### config.mk
export PLATFORM = sky130hd
export DESIGN_NAME = if_fetch_master
export DESIGN_NICKNAME = d
export VERILOG_FILES = /design/src/rtl/if_fetch_master.sv
export SDC_FILE = /design/constraint.sdc
export NUM_CORES = 1
export LEC_CHECK = 0
export ABC_AREA = 1
export ABC_CLOCK_PERIOD_IN_PS = 3200
export CAP_MARGIN = 20
export CORE_MARGIN = 2
export CORE_UTILIZATION = 28
export DETAILED_ROUTE_END_ITERATION = 7
export GPL_TIMING_DRIVEN = 0
export PLACE_DENSITY = 0.64
export SETUP_SLACK_MARGIN = 0.4
export SLEW_MARGIN = 25
export SYNTH_ARGS = -nofsm -noshare
export SYNTH_HDL_FRONTEND = slang
export SYNTH_SLANG_ARGS = --single-unit
### constraint.sdc
create_clock -name ACLK -period 3.2 [get_ports ACLK]
set_input_delay 0.48 -clock ACLK [delete_from_list [all_inputs] [get_ports ACLK]]
set_output_delay 0.48 -clock ACLK [all_outputs]
set_load 0.05 [all_outputs]
### src/rtl/if_fetch_master.sv
// AXI4-Lite instruction fetch master: one read outstanding at most, feeding a
// single instruction per transaction to the fetch stage with flush/stall handling.
module if_fetch_master #(
    parameter logic [31:0] RESET_INST = 32'h00000013
) (
    input  logic        ACLK,
    input  logic        ARESETn,
    input  logic [31:0] pc_i,
    input  logic        pipe_stall_i,
    input  logic        flush_i,
    output logic [31:0] ARADDR,
    output logic [2:0]  ARPROT,
    output logic        ARVALID,
    input  logic        ARREADY,
    input  logic [31:0] RDATA,
    input  logic [1:0]  RRESP,
    input  logic        RVALID,
    output logic        RREADY,
    output logic [31:0] instruction_o,
    output logic        inst_valid_o,
    output logic        fetch_stall_o,
    output logic        fault_o
);

    typedef enum logic [1:0] {
        IDLE = 2'b00,
        ADDR = 2'b01,
        DATA = 2'b10,
        DONE = 2'b11
    } state_t;

    state_t      state;
    logic [31:0] addr_q;
    logic [31:0] inst_q;
    logic        fault_q;
    logic        drop_q;
    logic        ar_valid_q;
    logic        r_ready_q;
    logic        unused_pc_bits;

    // Fetch sequencer; handshake outputs are registered so they only change on ACLK.
    always_ff @(posedge ACLK or negedge ARESETn) begin
        if (!ARESETn) begin
            state      <= IDLE;
            addr_q     <= 32'h0000_0000;
            inst_q     <= RESET_INST;
            fault_q    <= 1'b0;
            drop_q     <= 1'b0;
            ar_valid_q <= 1'b0;
            r_ready_q  <= 1'b0;
        end else begin
            case (state)
                IDLE: begin
                    if (!flush_i) begin
                        addr_q     <= {pc_i[31:2], 2'b00};
                        ar_valid_q <= 1'b1;
                        state      <= ADDR;
                    end
                end
                ADDR: begin
                    // A flush cannot retract ARVALID; remember it and drop the data later.
                    if (flush_i) begin
                        drop_q <= 1'b1;
                    end
                    if (ARREADY) begin
                        ar_valid_q <= 1'b0;
                        r_ready_q  <= 1'b1;
                        state      <= DATA;
                    end
                end
                DATA: begin
                    if (RVALID) begin
                        r_ready_q <= 1'b0;
                        drop_q    <= 1'b0;
                        // A flush arriving with the data itself also marks it stale.
                        if (drop_q || flush_i) begin
                            state <= IDLE;
                        end else begin
                            inst_q  <= RDATA;
                            fault_q <= (RRESP != 2'b00);
                            state   <= DONE;
                        end
                    end else if (flush_i) begin
                        drop_q <= 1'b1;
                    end
                end
                DONE: begin
                    if (flush_i || !pipe_stall_i) begin
                        state <= IDLE;
                    end
                end
                default: begin
                    state      <= IDLE;
                    ar_valid_q <= 1'b0;
                    r_ready_q  <= 1'b0;
                    drop_q     <= 1'b0;
                end
            endcase
        end
    end

    assign ARADDR         = addr_q;
    assign ARPROT         = 3'b100;
    assign ARVALID        = ar_valid_q;
    assign RREADY         = r_ready_q;
    assign inst_valid_o   = (state == DONE) & ~flush_i;
    assign fetch_stall_o  = (state != DONE) | pipe_stall_i;
    assign instruction_o  = fault_q ? RESET_INST : inst_q;
    assign fault_o        = fault_q & inst_valid_o;
    assign unused_pc_bits = ^pc_i[1:0];

endmodule

# Yosys cells after proc, flatten, opt, wreduce, memory -nomap -nowiden
# Index checks and enable logic that the tools add are counted.
# totals
regBits	68
latch_bits	0
ram_bits	0
romBits	0
inputBits	72
output_inout_bits	72
wordCells	48
mem_count	0
# op_classes
n_addsub	0
mul	0
div	0
n_lt_le_gt_ge	0
n_eq_ne	8
n_shift	0
mux	16
n_bitwise	5
reduce_logical	12
# ops
cell	count
32-bit two-way mux	1
2-bit two-way mux	5
2-bit != test, second input constant	5
3-bit AND reduction	3
2-bit case mux with 4 select lines	1
1-bit two-way mux	6
1-bit case mux with 2 select lines	3
2-bit nonzero test	3
2-bit == test, second input constant	2
4-bit AND reduction	1
1-bit bitwise AND	2
2-bit by 1-bit == test with 1-bit output, second input constant	1
2-bit logical NOT	1
1-bit logical OR	2
1-bit inverter	2
2-bit AND reduction	1
1-bit logical NOT	1
1-bit OR	1

# Depth between registers and ports, before layout
# Gate-level depths: netlist of the first run.
# logic_depth
depth_word	4
ltp_mapped	8
ltp_nobuf	7

# Worst setup path after synthesis of the first run
# OpenSTA, ideal clock, no wires.
# synth_path
kind	register to output
start	reg fault_q
end	out instruction_o[10]
arrival_ns	1.345
t_required_ns	2.720
path_slack_ns	1.375
stages_incl_launch_ff	4
path_buffers	2
cell_sequence	dfrtp_1 > clkbuf_1 > clkbuf_1 > nor2_1
# synth_via
elab_chain_len	1
# synth_lines
item	line_no	text
start, declared	35	logic fault_q;
start signal, assigned	80	fault_q <= (RRESP != 2'b00);
32-bit two-way mux	108	assign instruction_o = fault_q ? RESET_INST : inst_q;
end, declared	19	output logic [31:0] instruction_o,
# Every way passes these cells.

# Worst setup path after layout of the first run
# layout_path
start	reg fault_q
end	out instruction_o[7]
# Same word-level chain as after synthesis.

==> results of run 1 <==
-- worst paths after layout --
path                                             from                      to  slack [ns]  cells past startpoint
worst min-delay path                          ARESETn  ARADDR[22]$_DFFE_PN0P_        0.12                      1
min in group ACLK               inst_q[4]$_DFFE_PN1P_   inst_q[4]$_DFFE_PN1P_        0.47                      2
max in group asynchronous                     ARESETn  inst_q[14]$_DFFE_PN0P_        2.54                      2
worst max-delay path              fault_q$_DFFE_PN0P_        instruction_o[7]        0.57                      4
worst max register to register   state[0]$_DFFE_PN0P_  inst_q[27]$_DFFE_PN0P_        1.52                      7
worst min register to register  inst_q[4]$_DFFE_PN1P_   inst_q[4]$_DFFE_PN1P_        0.47                      2
-- cell usage in the layout (no fill, tap or decap), drive strengths merged --
cell           count
clkdlybuf4s50    135
ha                 6
nor2              63
dfstp              3
clkbuf            18
dfrtp             65
nand3              5
or2                5
o21bai             2
clkinv             1
and3               1
o21ai              6
nand2            108
conb               5
a21o               1
buf               20
a21oi             31
inv               43
-- state kept, by name, summed over array words and instances, names as in the netlist --
signal and count:
state 2, drop_q 1, ARVALID 1, fault_q 1
ARADDR 30, RREADY 1, inst_q 32
-- through the flow --
stage / power, mW / std cells / TNS (ns) / cell area, µm² / utilization (%)
4_1_cts: 6.07 / 658 / 0 / 4870 / 44.9
2_1_floorplan: 4.06 / 366 / 0 / 3130 / -
3_5_place_dp: 5.38 / 643 / 0 / 4680 / 43.2
6_report: 6.00 / 658 / 0 / 4870 / 44.9
5_1_grt: 6.35 / 658 / 0 / 4870 / 44.9
3_3_place_gp: 5.33 / 642 / -47.38 / 4670 / 43.0
-- power groups by stage --
stage                     Clock, mW  Sequential [mW]  Combinational, mW
final                         0.671             1.45               3.87
after global routing          0.742             1.50               4.11
after CTS                     0.700             1.46               3.91
after detailed placement          0             1.47               3.91
after global placement            0             1.46               3.87
after floorplan                   0             2.12               1.94
-- layout make-up --
type	count	area [µm²]	share of cell area, %
Buffer	22	146	3.00
Clock buffer	14	183	3.75
Clock inverter	1	5.00	0.103
Inverter	43	161	3.31
Multi-Input combinational cell	233	1120	22.9
Sequential cell	68	1710	35.0
Tap cell	140	175	3.60
Timing Repair Buffer	137	1380	28.3
-- metal layers --
| layer | vias up | track usage, % |
|---|---|---|
| li1 | 1380 | - |
| met1 | 1279 | 17.1 |
| met2 | 70 | 23.1 |
| met3 | 18 | 2.49 |
| met4 | 0 | 8.32 |
| met5 | - | 0 |
-- kinds of logic (layout without fill, tap and decap cells) --
logic type / after synthesis / after routing / synth area share [%]
buffers and inverters: 65 / 217 / 9.83
flip-flops: 68 / 68 / 54.7
AND/OR/NAND/NOR: 182 / 182 / 22.7
AO/OA/AOI/OAI: 40 / 40 / 10.2
other: 2 / 5 / 0.241
adder cells (fa/ha/maj): 6 / 6 / 2.41
==> impl_metrics.yaml, run 1 <==
sta:
  hold_viol: 0
  finalSetupViolations: 0
  tightest_slew_ns: 0.541
  fin_crit_sh_pct: 82.1
  slew-limit-headroom_pct: 63.8
  rsz0062_at_grt: "no"
  clock.fmax_mhz: 381
  fin_crit_ns: 2.63
  final_max_slew_viol_count: 0
  final.setup.worst_slack_ns: 0.572
  hold_slack_ns: 0.117
  worst_clock_skew_ns: 0.00892
setup_path:
  max_stage_delay_ns: 0.72
  worstPathMaxFanout: 10
  path_cells: "clkbuf_1 -> clkbuf_1 -> nor2_1 -> clkdlybuf4s50_1"
  arrival_ns: 2.15
  worstSetupStartpointType: "register"
  crit_path_end_kind: "output pin"
  crit_family: "buffers and inverters"
  required_ns: 2.72
  path_common_cell: "clkbuf_1"
  worstSetupPathType: "register to output pin"
  critical_path_buf_inv_count: 3
  slowest_stage: "clkdlybuf4s50_1"
final_layout:
  nets: 592
  diodes: 0
  area_growth_pct: 56.3
  drive_gt1_share_pct: 14.3
  fill_cells: 1079
routing:
  wl_met2_mm: 4.08
  dr_wl_met3_um: 333
  wl_per_cell_um: 12.3
  viasPerCell: 4.17
  num_vias: 2747
  firstDrtPassIters: 4
  top_layer_used: "met4"
  drt-met1-wl_mm: 3.48
  drc_errors: 0
  detail-route-antenna-nets: 0
  drtIter0Drc: 118
  finalWirelength_mm: 8.10
place:
  dpl.hpwl_mm: 6.27
  routabilityCongestion: 0.759
  io_buffer_count: 136
  dpl_worst_slack_ns: 0.627
logic_synthesis:
  yosys_warnings: 0
  ys_ff_latch: 68
  avgSynthCellArea_um2: 8.59
  syn_area_mm2: 0.00312
  ys_seq_area_share_pct: 54.7
  synth_top_area_share_pct: 52.2
  synthTopCellsByArea: "dfrtp_1, nand2_1, a21oi_2"
  synth_edf_count: 0
  synth_most_common_cell: "nand2_1"
  yosys.area.top_type: "dfrtp_1"
  synthArstFlopShare_pct: 100
  synth_common_cells: "nand2_1, dfrtp_1, nor2_1"
  synthDistinctLibCells: 22
  syn_inst: 363
  yosys_most_used_dff: "dfrtp_1"
global_routing:
  grt_overflow: 0
  grt_pass1_wl_mm: 12.8
  antenna_found_initial: 0
  grt_max_degree: 41
  first_global_vias: 2714
  grtUsageTotal_pct: 14.0
pwr:
  clkPwrFrac_pct: 11.2
  swShare_pct: 51.6
  pwr-share-seq_pct: 24.2
  ir_drop_mv: 0.479
  power_frac_comb_pct: 64.6
  p_per_area_mw_per_mm2: 1230
  switchingPower_mw: 3.09
  p_int_mw: 2.90
  leakage_nw: 2.40
hold_path:
  worst_hold_path_type: "input port to async pin"
floorplanning:
  num_rows: 38
  dieWidth_um: 110
  die_area_mm2: 0.0120
  ios: 144
  start_util_pct: 28.8
  coreArea_mm2: 0.0108
  die_y_um: 110
clocking:
  clk-insertion-delay-late_ns: 0.34
  cts.sinks: 68
  cts_root_buf: "clkbuf_8"
  clk_pin_slew_worst_paths_ns: 0.07
  hold_buffers: 0
  cts_resized: 0
  cts_tree: "built"
  cts_made_buffers: 9
  clock_path_buffers: 2
  cts_setup_buffers: 0
  cts_max_level: 3
flow_run:
  cap_violations: 0
outcome:
  status: "complete, no violations"
Power figures use the tool's default switching activity.
==> inputs of run 2 (changes only) <==
--- a/config.mk
+++ b/config.mk
@@ -6,13 +6,13 @@
 export NUM_CORES = 1
 export LEC_CHECK = 0
 export ABC_AREA = 1
-export ABC_CLOCK_PERIOD_IN_PS = 3200
+export ABC_CLOCK_PERIOD_IN_PS = 2200
 export CAP_MARGIN = 20
 export CORE_MARGIN = 2
 export CORE_UTILIZATION = 28
 export DETAILED_ROUTE_END_ITERATION = 7
 export GPL_TIMING_DRIVEN = 0
-export PLACE_DENSITY = 0.64
+export PLACE_DENSITY = 0.66
 export SETUP_SLACK_MARGIN = 0.4
 export SLEW_MARGIN = 25
 export SYNTH_ARGS = -nofsm -noshare
==> constraint.sdc (replaced) <==
create_clock -name ACLK -period 2.2 [get_ports ACLK]
set_input_delay 0.33 -clock ACLK [delete_from_list [all_inputs] [get_ports ACLK]]
set_output_delay 0.33 -clock ACLK [all_outputs]
set_load 0.05 [all_outputs]
==> run 2 against run 1 <==
Net effect:
- cell count increased by 0.61%
- critical path depth unchanged
- die area did not move
- largest power group unchanged
- critical endpoint is now instruction_o[6]
- via count down 0.15%
==> impl_metrics.yaml, run 2 (same netlist as run 1, synthesis figures left out) <==
outcome:
  status: "complete, no violations"
final_layout:
  mostFrequentLayoutCells: "nand2_1, clkdlybuf4s50_1, dfrtp_1"
  top_register: "inst_q"
  nets: 595
  area_growth_pct: 55.8
  largest_reg_flops: 32
  final-instance-count-excl-fill: 662
  diodes: 0
  drive_gt1_share_pct: 23.8
  layout_commonest_cell: "nand2_1"
hold_path:
  worst_hold_path_type: "register to register"
  hold_path_startpoint: "ARADDR[20]$_DFFE_PN0P_"
  hold_depth: 2
  worstHoldEndpoint: "ARADDR[20]$_DFFE_PN0P_"
pwr:
  power_frac_comb_pct: 64.9
  clkPwrFrac_pct: 10.8
  ir_drop_mv: 0.916
  swShare_pct: 53.6
  p_per_area_mw_per_mm2: 1770
  switchingPower_mw: 4.61
  p_int_mw: 3.99
  pwr-share-seq_pct: 24.3
  leakage_nw: 2.54
sta:
  rsz0062_at_grt: "yes"
  clock.fmax_mhz: 575
  hold_slack_ns: 0.466
  worst_clock_skew_ns: 0.0100
  finalSetupViolations: 0
  fin_crit_sh_pct: 79.0
  final_max_slew_viol_count: 0
  fin_crit_ns: 1.74
  slew-limit-headroom_pct: 65.2
  tightest_slew_ns: 0.524
  hold_viol: 0
place:
  routabilityCongestion: 0.764
  dp_cells: 643
  dpl.hpwl_mm: 6.17
  io_buffer_count: 136
setup_path:
  reg2reg_depth: 8
  max_stage_delay_ns: 0.36
  worstSetupPathType: "register to output pin"
  slowest_stage: "dfrtp_1"
  crit_path_end_kind: "output pin"
  path_cells: "clkbuf_2 -> clkbuf_4 -> nor2_1 -> buf_6"
  worstPathMaxFanout: 10
  required_ns: 1.87
  critical_path_buf_inv_count: 3
  r2r-end: "inst_q[27]$_DFFE_PN0P_"
  arrival_ns: 1.41
  crit_family: "buffers and inverters"
  worstSetupStartpointType: "register"
  timing.rr.start: "state[0]$_DFFE_PN0P_"
  rrSetupSlack_ns: 0.53
routing:
  wl_per_cell_um: 12.3
  finalWirelength_mm: 8.15
  firstDrtPassIters: 4
  detail-route-antenna-nets: 0
  viasPerCell: 4.14
  drc_errors: 0
  drtIter0Drc: 105
  num_vias: 2743
floorplanning:
  ios: 144
  start_util_pct: 28.8
  die_y_um: 110
  num_rows: 38
  die_area_mm2: 0.0120
  coreArea_mm2: 0.0108
  dieWidth_um: 110
global_routing:
  antenna_found_initial: 0
  first_global_vias: 2710
  grt_pass1_wl_mm: 13.0
  grt_max_degree: 37
  grtUsageTotal_pct: 14.0
  grt_overflow: 0
clocking:
  cts_max_level: 3
  clk_pin_slew_worst_paths_ns: 0.07
  clk-insertion-delay-late_ns: 0.33
  clock_path_buffers: 2
  cts_made_buffers: 9
  cts.sinks: 68
  cts_tree: "built"
  cts_root_buf: "clkbuf_8"
flow_run:
  cap_violations: 0
## run 2: cell types whose count changed in the layout (fill, tap and decap cells not counted), sizes merged
cell / before / now
clkdlybuf4s50: 135 / 67
inv: 43 / 42
clkinvlp: 0 / 5
dlygate4sd2: 0 / 33
clkbuf: 18 / 12
clkinv: 1 / 2
dlygate4sd3: 0 / 1
buf: 20 / 59
## run 2: layer usage
layer | share of wire [%] | vias to the layer above | track usage, %
met4 | 2.1 | 0 | 6.78
met3 | 5.0 | 12 | 2.49
met1 | 43 | 1285 | 17.0
met2 | 50 | 67 | 23.9
li1 | - | 1379 | -
met5 | 0 | - | 0
## run 2: power by group through the flow
stage | sequential (mW) | clock (mW) | combinational (mW)
3_3_place_gp | 2.12 | 0 | 5.63
5_1_grt | 2.16 | 1.02 | 5.94
4_1_cts | 2.09 | 0.962 | 5.29
6_report | 2.09 | 0.927 | 5.58
3_5_place_dp | 2.13 | 0 | 5.67
2_1_floorplan | 3.08 | 0 | 2.83
## run 2: through the flow
stage	TNS [ns]	utilization [%]	instance area [µm²]	power (mW)	setup WS [ns]
floorplan	0	-	3130	5.91	0.525
global placement	-105.40	43.0	4670	7.75	-1.59
detailed placement	-0.0470	43.2	4680	7.81	-0.0470
CTS	0	43.7	4740	8.35	0.372
global route	0	44.8	4860	9.12	0.360
finish	0	44.8	4860	8.60	0.462
## run 2: worst register-to-register path, cell delays in order, from the launching register on
cell        delay (ns)
dfrtp_1           0.39
buf_4             0.15
clkinvlp_4        0.11
ha_2              0.22
nand3_1           0.15
buf_4             0.22
buf_6             0.15
nor2_1            0.12
a21oi_2           0.04
## run 2: timing repair
action / CTS / global route
endpoints found under the setup margin: 67 / 93
gates resized for setup: 232 / 55
hold buffers: 1 / 0
cloned: 0 / 0
buffers inserted: 2 / 0
hold endpoints to repair: 35 / 0
## run 2: worst max-delay path by stage
| stage | from | endpoint | cells after the start |
|---|---|---|---|
| CTS | fault_q$_DFFE_PN0P_ | instruction_o[25] | 4 |
| floorplan | fault_q$_DFFE_PN0P_ | instruction_o[10] | 3 |
| finish | fault_q$_DFFE_PN0P_ | instruction_o[6] | 4 |
| global placement | ARESETn | inst_q[12]$_DFFE_PN0P_ | 1 |
| detailed placement | flush_i | fault_o | 4 |
| global route | fault_q$_DFFE_PN0P_ | instruction_o[16] | 4 |
## run 2: layout make-up
cell class                      instances  area [µm²]
Clock buffer                           10         138
Fill cell                            1086        5980
Buffer                                 22         158
Tap cell                              140         175
Timing Repair Buffer                  140        1340
Inverter                               43         165
Sequential cell                        68        1710
Multi-Input combinational cell        233        1130
Clock inverter                          6        40.0
==> patch 1: new RTL, settings of run 2 <==
Reset style: synchronous (`ARESETn`), changed in one clocked block.
--- a/src/rtl/if_fetch_master.sv
+++ b/src/rtl/if_fetch_master.sv
@@ -39,7 +39,7 @@
     logic        unused_pc_bits;
 
     // Fetch sequencer; handshake outputs are registered so they only change on ACLK.
-    always_ff @(posedge ACLK or negedge ARESETn) begin
+    always_ff @(posedge ACLK) begin
         if (!ARESETn) begin
             state      <= IDLE;
             addr_q     <= 32'h0000_0000;
Formal check against the unedited RTL: differs if ARESETn is asserted again (counterexample within 4 cycles, from zero or initial values and one cycle with ARESETn low); with ARESETn held inactive, the same outputs for 10 cycles.
==> patch 1 against run 2 <==
  * Hold slack got worse by 0.14 ns
  * Final cell count fell by 0.15%
  * Sequential cell count did not move
  * Setup slack better by 0.012 ns
  * Routed wire length shrank 0.85%
  * Area after synthesis decreased by 9.5%
  * Core utilization is 0.086 points higher
  * Final area down 9.7%
  * Largest cell class unchanged
Power is not compared: it rests on default switching activity, and its combinational part moved more than twofold at a synthesized area within 25%.
==> patch 1: results <==
logic_synthesis:
  synthDistinctLibCells: 25
  synth_area_leaders: "dfxtp_1 (48%), nor2_1 (13%), o21ai_0 (6.4%), a21oi_1 (5.7%), inv_1 (4.9%)"
  avgSynthCellArea_um2: 7.54
  synthTopCellsByCount: "nor2_1 (99), dfxtp_1 (68), inv_1 (37), o21ai_0 (36), a21oi_1 (32)"
finish:
  multi_input_gates: 242
  inverters: 39
  final_util_pct: 44.9
  multi_input_area_share_pct: 26.1
  signal_buffers: 163
  buf_share_pct: 31.0
  fin_nets: 601
critical_path:
  slowest_delay_ns: 0.62
  reg2reg_depth: 6
  ff2ff_setup_slack_ns: 0.72
  setup.worst_path.start: "flush_i"
  crit_fanout: 5
  rr_endpoint: "fault_q"
outcome:
  outcome: "finished, final reports clean"
sta:
  worst_hold_slack_ns: 0.329
  post-route-period-util_pct: 78.4
grt:
  grt_pass1_wl_mm: 13.4
  grt_use_total_pct: 15.1
clock_tree:
  postCtsResizedCells: 205
  post_cts_buffers: 0
route:
  vias: 2813
  routed_wl_mm: 8.08
die:
  die_w_um: 104
place:
  preCtsSetupSlack_ns: -0.0816
  gp_congestion: 0.835
hold_path:
  min_path_cells: 3
  hold_class: "input pin to flip-flop"
  holdCritStartpoint: "ARESETn"
  hold_end: "inst_q[5]"
[patch 1: changes by cell type in the layout (fill, tap and decap cells not counted), moves of 12 or more]
cell / run 2 / this run
buf_6: 25 / 7
o21ai_1: 4 / 27
dfrtp_1: 65 / 0
a21oi_2: 29 / 0
dfxtp_1: 0 / 66
o21ai_0: 2 / 36
nor2_1: 57 / 99
buf_4: 20 / 8
a21oi_1: 2 / 32
buf_2: 13 / 34
nand2_1: 108 / 18
[patch 1: metal layers]
layer	global-route usage [%]	part of all wire [%]	vias up
met2	27.0	51	64
met1	17.4	44	1262
met5	0	0	-
met3	3.13	3.6	11
met4	6.08	1.6	0
li1	-	-	1476
[patch 1: kinds of logic after synthesis]
kind of cell | count (synthesis) | synth area share (%)
simple gates | 134 | 19.8
compound gates | 97 | 17.3
flops | 68 | 48.2
buf+inv | 67 | 11.7
fa+ha+maj | 6 | 2.66
other cells | 2 | 0.266
==> patch 2: new RTL, config.mk and constraints of run 2 <==
Without the edit above. `RESET_INST`: 32'h00000013 -> 32'h00000010.
--- a/src/rtl/if_fetch_master.sv
+++ b/src/rtl/if_fetch_master.sv
@@ -1,7 +1,7 @@
 // AXI4-Lite instruction fetch master: one read outstanding at most, feeding a
 // single instruction per transaction to the fetch stage with flush/stall handling.
 module if_fetch_master #(
-    parameter logic [31:0] RESET_INST = 32'h00000013
+    parameter logic [31:0] RESET_INST = 32'h00000010
 ) (
     input  logic        ACLK,
     input  logic        ARESETn,
Function: changed (a bounded check fails within 4 cycles, from zero or initial values and one cycle with ARESETn low).
==> patch 2 against run 2 <==
  * Final area is 2.6% lower
  * Sequential cell count stayed put
  * Sequential share of layout area grew 0.89 points
  * Area after synthesis decreased by 3.7%
  * Power down 1.6%
  * Final cell count shrank 0.60%
  * Setup slack improved by 0.017 ns
  * Via count shrank 1.2%
  * Routed wire length shrank 1.9%
==> patch 2: results <==
route:
  wl_per_cell_um: 12.1
  viasPerCell: 4.12
  drt_iter0_markers: 124
  routed_wl_mm: 7.99
  met3_length_um: 362
  met2_wirelength_mm: 4.19
power:
  internal_power_mw: 3.98
  p_total_mw: 8.46
  pwr.group.clock_mw: 1.07
  peakVddDrop_v: 0.000885
  powerComb_mw: 5.32
  power_leakage_nw: 2.52
logic_synthesis:
  synthTopCellsByCount: "nand2_1 (106), dfrtp_1 (67), nor2_1 (66), inv_1 (42), a21oi_1 (33)"
  synth-compound-area-share_pct: 6.91
  synth_adder_area_share_pct: 2.50
  ys_seq_area_share_pct: 56.7
finish:
  drive_gt1_share_pct: 16.3
  fillers: 1079
place:
  gp_congestion: 0.795
  preCtsSetupSlack_ns: -0.0636
grt:
  grt_use_met3_pct: 2.48
  grt_use_total_pct: 14.0
  grtUsageMet1_pct: 16.8
  use_met2_pct: 24.8
sta:
  worst_slew_pin_slew_ns: 0.524
outcome:
  outcome: "finished, final reports clean"
[patch 2: path summary, 6_finish.rpt]
kind,from,to,slack (ns),depth (start not counted)
setup reg to reg,state[0],ARADDR[31],0.56,9
max in group asynchronous,ARESETn,inst_q[4],1.10,3
hold reg to reg,ARADDR[26],ARADDR[26],0.46,2
min in group asynchronous,ARESETn,ARADDR[30],0.48,2
hold / removal,ARADDR[26],ARADDR[26],0.46,2
setup / recovery,state[0],fetch_stall_o,0.48,4
[patch 2: timing repair]
action | in CTS | in global routing
buffers inserted | 2 | 0
gates resized for setup | 242 | 17
hold buffers | 1 | 0
hold endpoints to repair | 33 | 0
endpoints found under the setup margin | 67 | 65
[patch 2: cell type report]
type	instances	area, um2	area share, %
well taps	136	170	3.60
plain buffers	22	168	3.54
flip-flops and latches	68	1700	36.0
multi-input cells	233	1030	21.9
repair buffers	140	1290	27.2
inverters	43	161	3.41
clock buffers	15	176	3.73
clock inverters	1	30.0	0.635
